`src/rtl/uart_tx_core.sv`:
```
// uart_tx_core: UART transmitter running on the bit clock (one CLK cycle per bit).
// Frame on TX_OUT: start (0), DATA_WIDTH data bits LSB-first, optional parity, stop (1).
// Build option: define UART_TX_TWO_STOP_EN to hold the stop bit for two cycles.
module uart_tx_core #(
  parameter int DATA_WIDTH = 8
) (
  input  logic                  CLK,
  input  logic                  RST,
  input  logic [DATA_WIDTH-1:0] P_DATA,
  input  logic                  Data_Valid,
  input  logic                  PAR_EN,
  input  logic                  PAR_TYP,
  output logic                  TX_OUT,
  output logic                  busy
);

  localparam int               CNT_W    = $clog2(DATA_WIDTH);
  localparam logic [CNT_W-1:0] LAST_BIT = CNT_W'(DATA_WIDTH - 1);

  typedef enum logic [4:0] {
    S_IDLE   = 5'b00001,
    S_START  = 5'b00010,
    S_DATA   = 5'b00100,
    S_PARITY = 5'b01000,
    S_STOP   = 5'b10000
  } state_t;

  state_t                  state_q, state_d;
  logic [DATA_WIDTH-1:0]   shreg_q, shreg_d;
  logic [CNT_W-1:0]        cnt_q, cnt_d;
  logic                    par_en_q, par_en_d;
  logic                    par_bit_q, par_bit_d;
  logic                    tx_q, tx_d;
  logic                    busy_q, busy_d;
`ifdef UART_TX_TWO_STOP_EN
  logic                    stop_cnt_q, stop_cnt_d;
`endif

  // Even parity makes the total count of ones even; odd parity is its inverse.
  function automatic logic parity_calc(input logic [DATA_WIDTH-1:0] d, input logic odd);
    return (^d) ^ odd;
  endfunction

  // State and datapath registers; reset aborts any frame and idles the line high.
  always_ff @(posedge CLK or negedge RST) begin
    if (!RST) begin
      state_q    <= S_IDLE;
      shreg_q    <= '0;
      cnt_q      <= '0;
      par_en_q   <= 1'b0;
      par_bit_q  <= 1'b0;
      tx_q       <= 1'b1;
      busy_q     <= 1'b0;
`ifdef UART_TX_TWO_STOP_EN
      stop_cnt_q <= 1'b0;
`endif
    end else begin
      state_q    <= state_d;
      shreg_q    <= shreg_d;
      cnt_q      <= cnt_d;
      par_en_q   <= par_en_d;
      par_bit_q  <= par_bit_d;
      tx_q       <= tx_d;
      busy_q     <= busy_d;
`ifdef UART_TX_TWO_STOP_EN
      stop_cnt_q <= stop_cnt_d;
`endif
    end
  end

  // Next state plus the line value for the coming bit period, so TX_OUT is registered.
  always_comb begin
    state_d    = state_q;
    shreg_d    = shreg_q;
    cnt_d      = cnt_q;
    par_en_d   = par_en_q;
    par_bit_d  = par_bit_q;
    tx_d       = tx_q;
    busy_d     = busy_q;
`ifdef UART_TX_TWO_STOP_EN
    stop_cnt_d = stop_cnt_q;
`endif
    case (state_q)
      S_IDLE: begin
        tx_d   = 1'b1;
        busy_d = 1'b0;
        if (Data_Valid) begin
          shreg_d   = P_DATA;
          par_en_d  = PAR_EN;
          par_bit_d = parity_calc(P_DATA, PAR_TYP);
          cnt_d     = '0;
          state_d   = S_START;
          tx_d      = 1'b0;
          busy_d    = 1'b1;
        end
      end
      S_START: begin
        state_d = S_DATA;
        tx_d    = shreg_q[0];
        shreg_d = shreg_q >> 1;
        cnt_d   = '0;
      end
      S_DATA: begin
        if (cnt_q == LAST_BIT) begin
          if (par_en_q) begin
            state_d = S_PARITY;
            tx_d    = par_bit_q;
          end else begin
            state_d = S_STOP;
            tx_d    = 1'b1;
`ifdef UART_TX_TWO_STOP_EN
            stop_cnt_d = 1'b0;
`endif
          end
        end else begin
          tx_d    = shreg_q[0];
          shreg_d = shreg_q >> 1;
          cnt_d   = cnt_q + CNT_W'(1);
        end
      end
      S_PARITY: begin
        state_d = S_STOP;
        tx_d    = 1'b1;
`ifdef UART_TX_TWO_STOP_EN
        stop_cnt_d = 1'b0;
`endif
      end
      S_STOP: begin
        tx_d = 1'b1;
`ifdef UART_TX_TWO_STOP_EN
        if (!stop_cnt_q) begin
          stop_cnt_d = 1'b1;
        end else begin
          state_d = S_IDLE;
          busy_d  = 1'b0;
        end
`else
        state_d = S_IDLE;
        busy_d  = 1'b0;
`endif
      end
      default: begin
        state_d = S_IDLE;
        tx_d    = 1'b1;
        busy_d  = 1'b0;
      end
    endcase
  end

  assign TX_OUT = tx_q;
  assign busy   = busy_q;

endmodule
```
`config.mk`:
```
export PLATFORM = sky130hd
export DESIGN_NAME = uart_tx_core
export DESIGN_NICKNAME = d
export VERILOG_FILES = /design/src/rtl/uart_tx_core.sv
export SDC_FILE = /design/constraint.sdc
export NUM_CORES = 1
export LEC_CHECK = 0
export ABC_AREA = 1
export CORE_ASPECT_RATIO = 1.2
export CORE_MARGIN = 2
export CORE_UTILIZATION = 38
export DETAILED_ROUTE_END_ITERATION = 7
export HOLD_SLACK_MARGIN = 0.08
export PLACE_DENSITY_LB_ADDON = 0.15
export SYNTH_ARGS = -nofsm -noshare
export SYNTH_HDL_FRONTEND = slang
export SYNTH_SLANG_ARGS = --single-unit
```
`constraint.sdc`:
```
create_clock -name CLK -period 4.19 [get_ports CLK]
set_input_delay 0.838 -clock CLK [delete_from_list [all_inputs] [get_ports CLK]]
set_output_delay 0.838 -clock CLK [all_outputs]
set_load 0.02 [all_outputs]
```
# Yosys cells after proc, flatten, opt, wreduce, memory -nomap -nowiden
# Index checks and enable logic that the tools add are counted.
[word_totals] output_inout_bits=2 in_bits=13 reg_bits=20 wordCells=39
[op_classes] n_mux=16 n_bitwise=1 reduce_logical=6 n_eq_ne=8 add_sub_neg=1
[op_table] cell="8-bit one-hot mux with 3 select lines" count=1
[op_table] cell="5-bit one-hot mux with 4 select lines" count=1
[op_table] cell="8-bit 2-to-1 mux" count=2
[op_table] cell="5-bit 2-to-1 mux" count=3
[op_table] cell="3-bit one-hot mux with 3 select lines" count=1
[op_table] cell="8-bit parity" count=1
[op_table] cell="3-bit 2-to-1 mux" count=2
[op_table] cell="2-bit inequality test, second input constant" count=3
[op_table] cell="5-bit by 1-bit == test with 1-bit output, second input constant" count=1
[op_table] cell="5-bit by 2-bit == test with 1-bit output, second input constant" count=1
[op_table] cell="5-bit by 3-bit == test with 1-bit output, second input constant" count=1
[op_table] cell="5-bit by 4-bit == test with 1-bit output, second input constant" count=1
[op_table] cell="1-bit 2-to-1 mux" count=4
[op_table] cell="2-bit AND reduction" count=2
[op_table] cell="3-bit by 1-bit adder with 3-bit output, second input constant" count=1
[op_table] cell="3-bit == test, second input constant" count=1
[op_table] cell="1-bit one-hot mux with 3 select lines" count=1
[op_table] cell="3-bit AND reduction" count=1
[op_table] cell="3-bit nonzero test" count=1
[op_table] cell="3-bit OR reduction" count=1
[op_table] cell="1-bit one-hot mux with 2 select lines" count=1
[op_table] cell="1-bit XOR" count=1

# Logic depth before layout (Yosys ltp)
[depth] word_depth=3 mapped_depth=10 ltp_nobuf=10

# Worst setup path after synthesis
# OpenSTA, ideal clock, no wires.
[synth_timing] kind="input port to flip-flop" start="input port Data_Valid" end="register cnt_q[2]" path_buffers=1 t_arrival_ps=1434 setup_slack_ps=2639 path_stages=7 cell_sequence="inv_1 > nand4_1 > nand2_1 > inv_1 > nand2_4 > buf_6 > o21ai_2"
[synth_between] elab_chain_cells=2
[synth_lines] item="start, declared" line_no="10" rtl="input logic Data_Valid,"
[synth_lines] item="2-bit inequality test (no line)"
[synth_lines] item="3-bit AND reduction (no line)"
[synth_lines] item="end signal, assigned" line_no="60" rtl="cnt_q <= cnt_d;"
[synth_lines] item="end, declared" line_no="30" rtl="logic [CNT_W-1:0] cnt_q, cnt_d;"
# No other way between the ends.
# A chain may end at the register's enable or synchronous reset.

# Final worst setup path
[layout_timing] start="register tx_q, in the netlist TX_OUT" end="output port TX_OUT"
[layout_lines] item="start, declared" line_no="33" rtl="logic tx_q, tx_d;"
[layout_lines] item="start signal, assigned" line_no="63" rtl="tx_q <= tx_d;"
[layout_lines] item="end, declared" line_no="13" rtl="output logic TX_OUT,"
# No word-level cell between the ends.

==> results.json <==
{
  "netlist_area_um2": 1120,
  "tns_ns": 0,
  "drcViolationCount": 0,
  "slew_headroom": 0.405,
  "clkTransAtPathRegs_ns": 0.11,
  "die-area_um2": 3410,
  "rows": 21,
  "grt_pass1_vias": 908,
  "h-tree-depth": 1,
  "root_buffer": "clkbuf_4",
  "die-width_um": 53.6,
  "clock_latency_ns": 0.29,
  "worst_path_max_delay_cell": "clkdlybuf4s50_1",
  "setup_slack_ns": 1.94,
  "p_per_area_nw_per_um2": 584,
  "hold_violations": 0,
  "path_cells": "clkdlybuf4s50_1",
  "internal_power_mw": 0.448,
  "grt_util_met2": 0.252,
  "dp.cells": 199,
  "overflow": 0,
  "critPathLaunchType": "flop",
  "critPathMaxStageDelay_ns": 0.59,
  "grt_setup_unrepaired": "no",
  "multiInputGateArea_um2": 519,
  "gp_congestion": 0.837,
  "worstMarginPinSlew_ns": 0.890,
  "antenna_cells": 0,
  "yosysSeqAreaShare": 0.448,
  "finalSetupViolCount": 0,
  "skew_ns": 0.00198,
  "io-pin-count": 15,
  "synth_top_area_cell": "dfrtp_1",
  "fmax_ghz": 0.445,
  "core_um2": 2810,
  "dp_hpwl_um": 1690,
  "cts_resized": 0,
  "ys_ff_latch": 20,
  "hold_class": "flop to flop",
  "yosysUniqueCellTypes": 20,
  "clock_sinks": 20,
  "antenna_left": 0,
  "end_kind": "primary output",
  "fin_cells": 203,
  "regArea_um2": 503,
  "grt_pass1_wl_um": 3730,
  "syn_avg_cell_area_um2": 7.34,
  "layout-drive-gt1-share": 0.112,
  "die_h_um": 63.5,
  "p_clk_frac": 0.142,
  "initial_core_util": 0.399,
  "nets": 185,
  "vias": 931,
  "fillers": 303,
  "p_seq_frac": 0.406,
  "synth.area.top_cells": "dfrtp_1 (40%), nand2_1 (24%), inv_1 (6.4%)",
  "grt_util_all_layers": 0.148,
  "status": "finished, final reports clean",
  "worstPathArrival_ns": 1.41,
  "switching_power_mw": 0.324,
  "area_delta_synth_final_pct": 17.8,
  "wirelength_um": 2120,
  "timing.critical_path.buf_inv": 1,
  "synth_top_cell_area_share": 0.401,
  "netSwitchingFraction": 0.420,
  "grt_max_degree": 21,
  "hold_buffers": 0,
  "dp_slack_ns": 2.04,
  "cts_inserted_buffers": 3,
  "syn_inst": 153,
  "required_ns": 3.35,
  "cts_tree": "done",
  "grt_use_met3": 0.0213,
  "antenna_found_initial": 0,
  "crit_path_max_fanout": 1,
  "drtIter0Drc": 10,
  "via_per_inst": 4.59,
  "yosysWarnings": 0,
  "period_minus_slack_ns": 2.25,
  "peakVddDrop_mv": 0.300,
  "clk_path_buf_depth": 2,
  "port_buffers": 14,
  "critical_path_class": "flop to primary output",
  "timing.final.crit_share": 0.537,
  "syn-num-nets": 168,
  "total_leakage_power_nw": 0.739,
  "grt-busiest-layer": "met2",
  "drv_slew": 0,
  "cp_top_family": "buffers and inverters",
  "cts_setup_buffers": 0,
  "drt_first_pass_iters": 4,
  "drv_cap": 0,
  "combPwrFrac": 0.452,
  "wl_per_cell_um": 10.5,
  "grtUsageMet1": 0.181
}
==> cells by family (layout without fill, tap and decap cells) <==
family,after synthesis,after routing,synth area share
AO/OA/AOI/OAI,11,11,0.0557
AND/OR/NAND/NOR,96,96,0.377
flip-flops,20,20,0.448
buffers and inverters,23,39,0.0892
adder cells (fa/ha/maj),2,2,0.0223
XOR/XNOR,1,1,0.00781
==> through the flow <==
step | power [mW] | hold slack [ns] | instance area [µm²] | util
5_1_grt | 0.856 | 0.523 | 1320 | 0.470
2_1_floorplan | 0.596 | 0.446 | 1120 | -
4_1_cts | 0.785 | 0.496 | 1320 | 0.470
3_5_place_dp | 0.672 | 0.468 | 1290 | 0.457
6_report | 0.773 | 0.487 | 1320 | 0.470
3_3_place_gp | 0.665 | 0.461 | 1290 | 0.457
==> state kept, by name, indices dropped and copies added, names as in the netlist <==
signal	count
shreg_q	8
state_q	5
cnt_q	3
TX_OUT	1
busy	1
par_bit_q	1
par_en_q	1
==> power groups by stage <==
stage,sequential [mW],combinational (mW),clock (mW)
2_1_floorplan,0.322,0.275,0
3_3_place_gp,0.317,0.348,0
3_5_place_dp,0.319,0.353,0
4_1_cts,0.315,0.355,0.115
5_1_grt,0.324,0.405,0.127
6_report,0.314,0.349,0.110
==> metal layers <==
layer	vias up	wire, µm
met3	2	57
met2	8	1110
met5	-	0
li1	499	-
met4	0	15
met1	422	935
==> final timing paths <==
kind,startpoint,end,slack [ns],cells past startpoint
min in group asynchronous,RST,cnt_q[0]$_DFFE_PN0P_,1.04,1
max in group asynchronous,RST,shreg_q[6]$_DFFE_PN0P_,2.61,1
min reg2reg,busy$_DFFE_PN0N_,busy$_DFFE_PN0N_,0.49,2
max reg2reg,cnt_q[0]$_DFFE_PN0P_,shreg_q[2]$_DFFE_PN0P_,2.65,9
min,busy$_DFFE_PN0N_,busy$_DFFE_PN0N_,0.49,2
max,TX_OUT$_DFF_PN1_,TX_OUT,1.94,1
==> cells in the mapped netlist, drive strengths merged <==
| cell type | instances |
|---|---|
| a21oi | 1 |
| buf | 2 |
| dfrtp | 18 |
| dfstp | 2 |
| ha | 2 |
| inv | 21 |
| nand2 | 74 |
| nand3 | 7 |
| nand4 | 4 |
| nor2 | 11 |
| o21ai | 10 |
| xor2 | 1 |
==> placed cells by master (no fill, tap or decap), drive strengths merged, types with 4 or more instances in the layout <==
cell	count
clkbuf	4
clkdlybuf4s50	14
dfrtp	18
inv	21
nand2	74
nand3	7
nand4	4
nor2	11
o21ai	10
==> layout make-up <==
class | instances | area share
Inverter | 21 | 0.0615
Sequential cell | 20 | 0.380
Tap cell | 34 | 0.0322
Multi-Input combinational cell | 110 | 0.393
Clock buffer | 4 | 0.0274
Timing Repair Buffer | 14 | 0.106
Note: power is estimated with default switching activity, not from simulation.
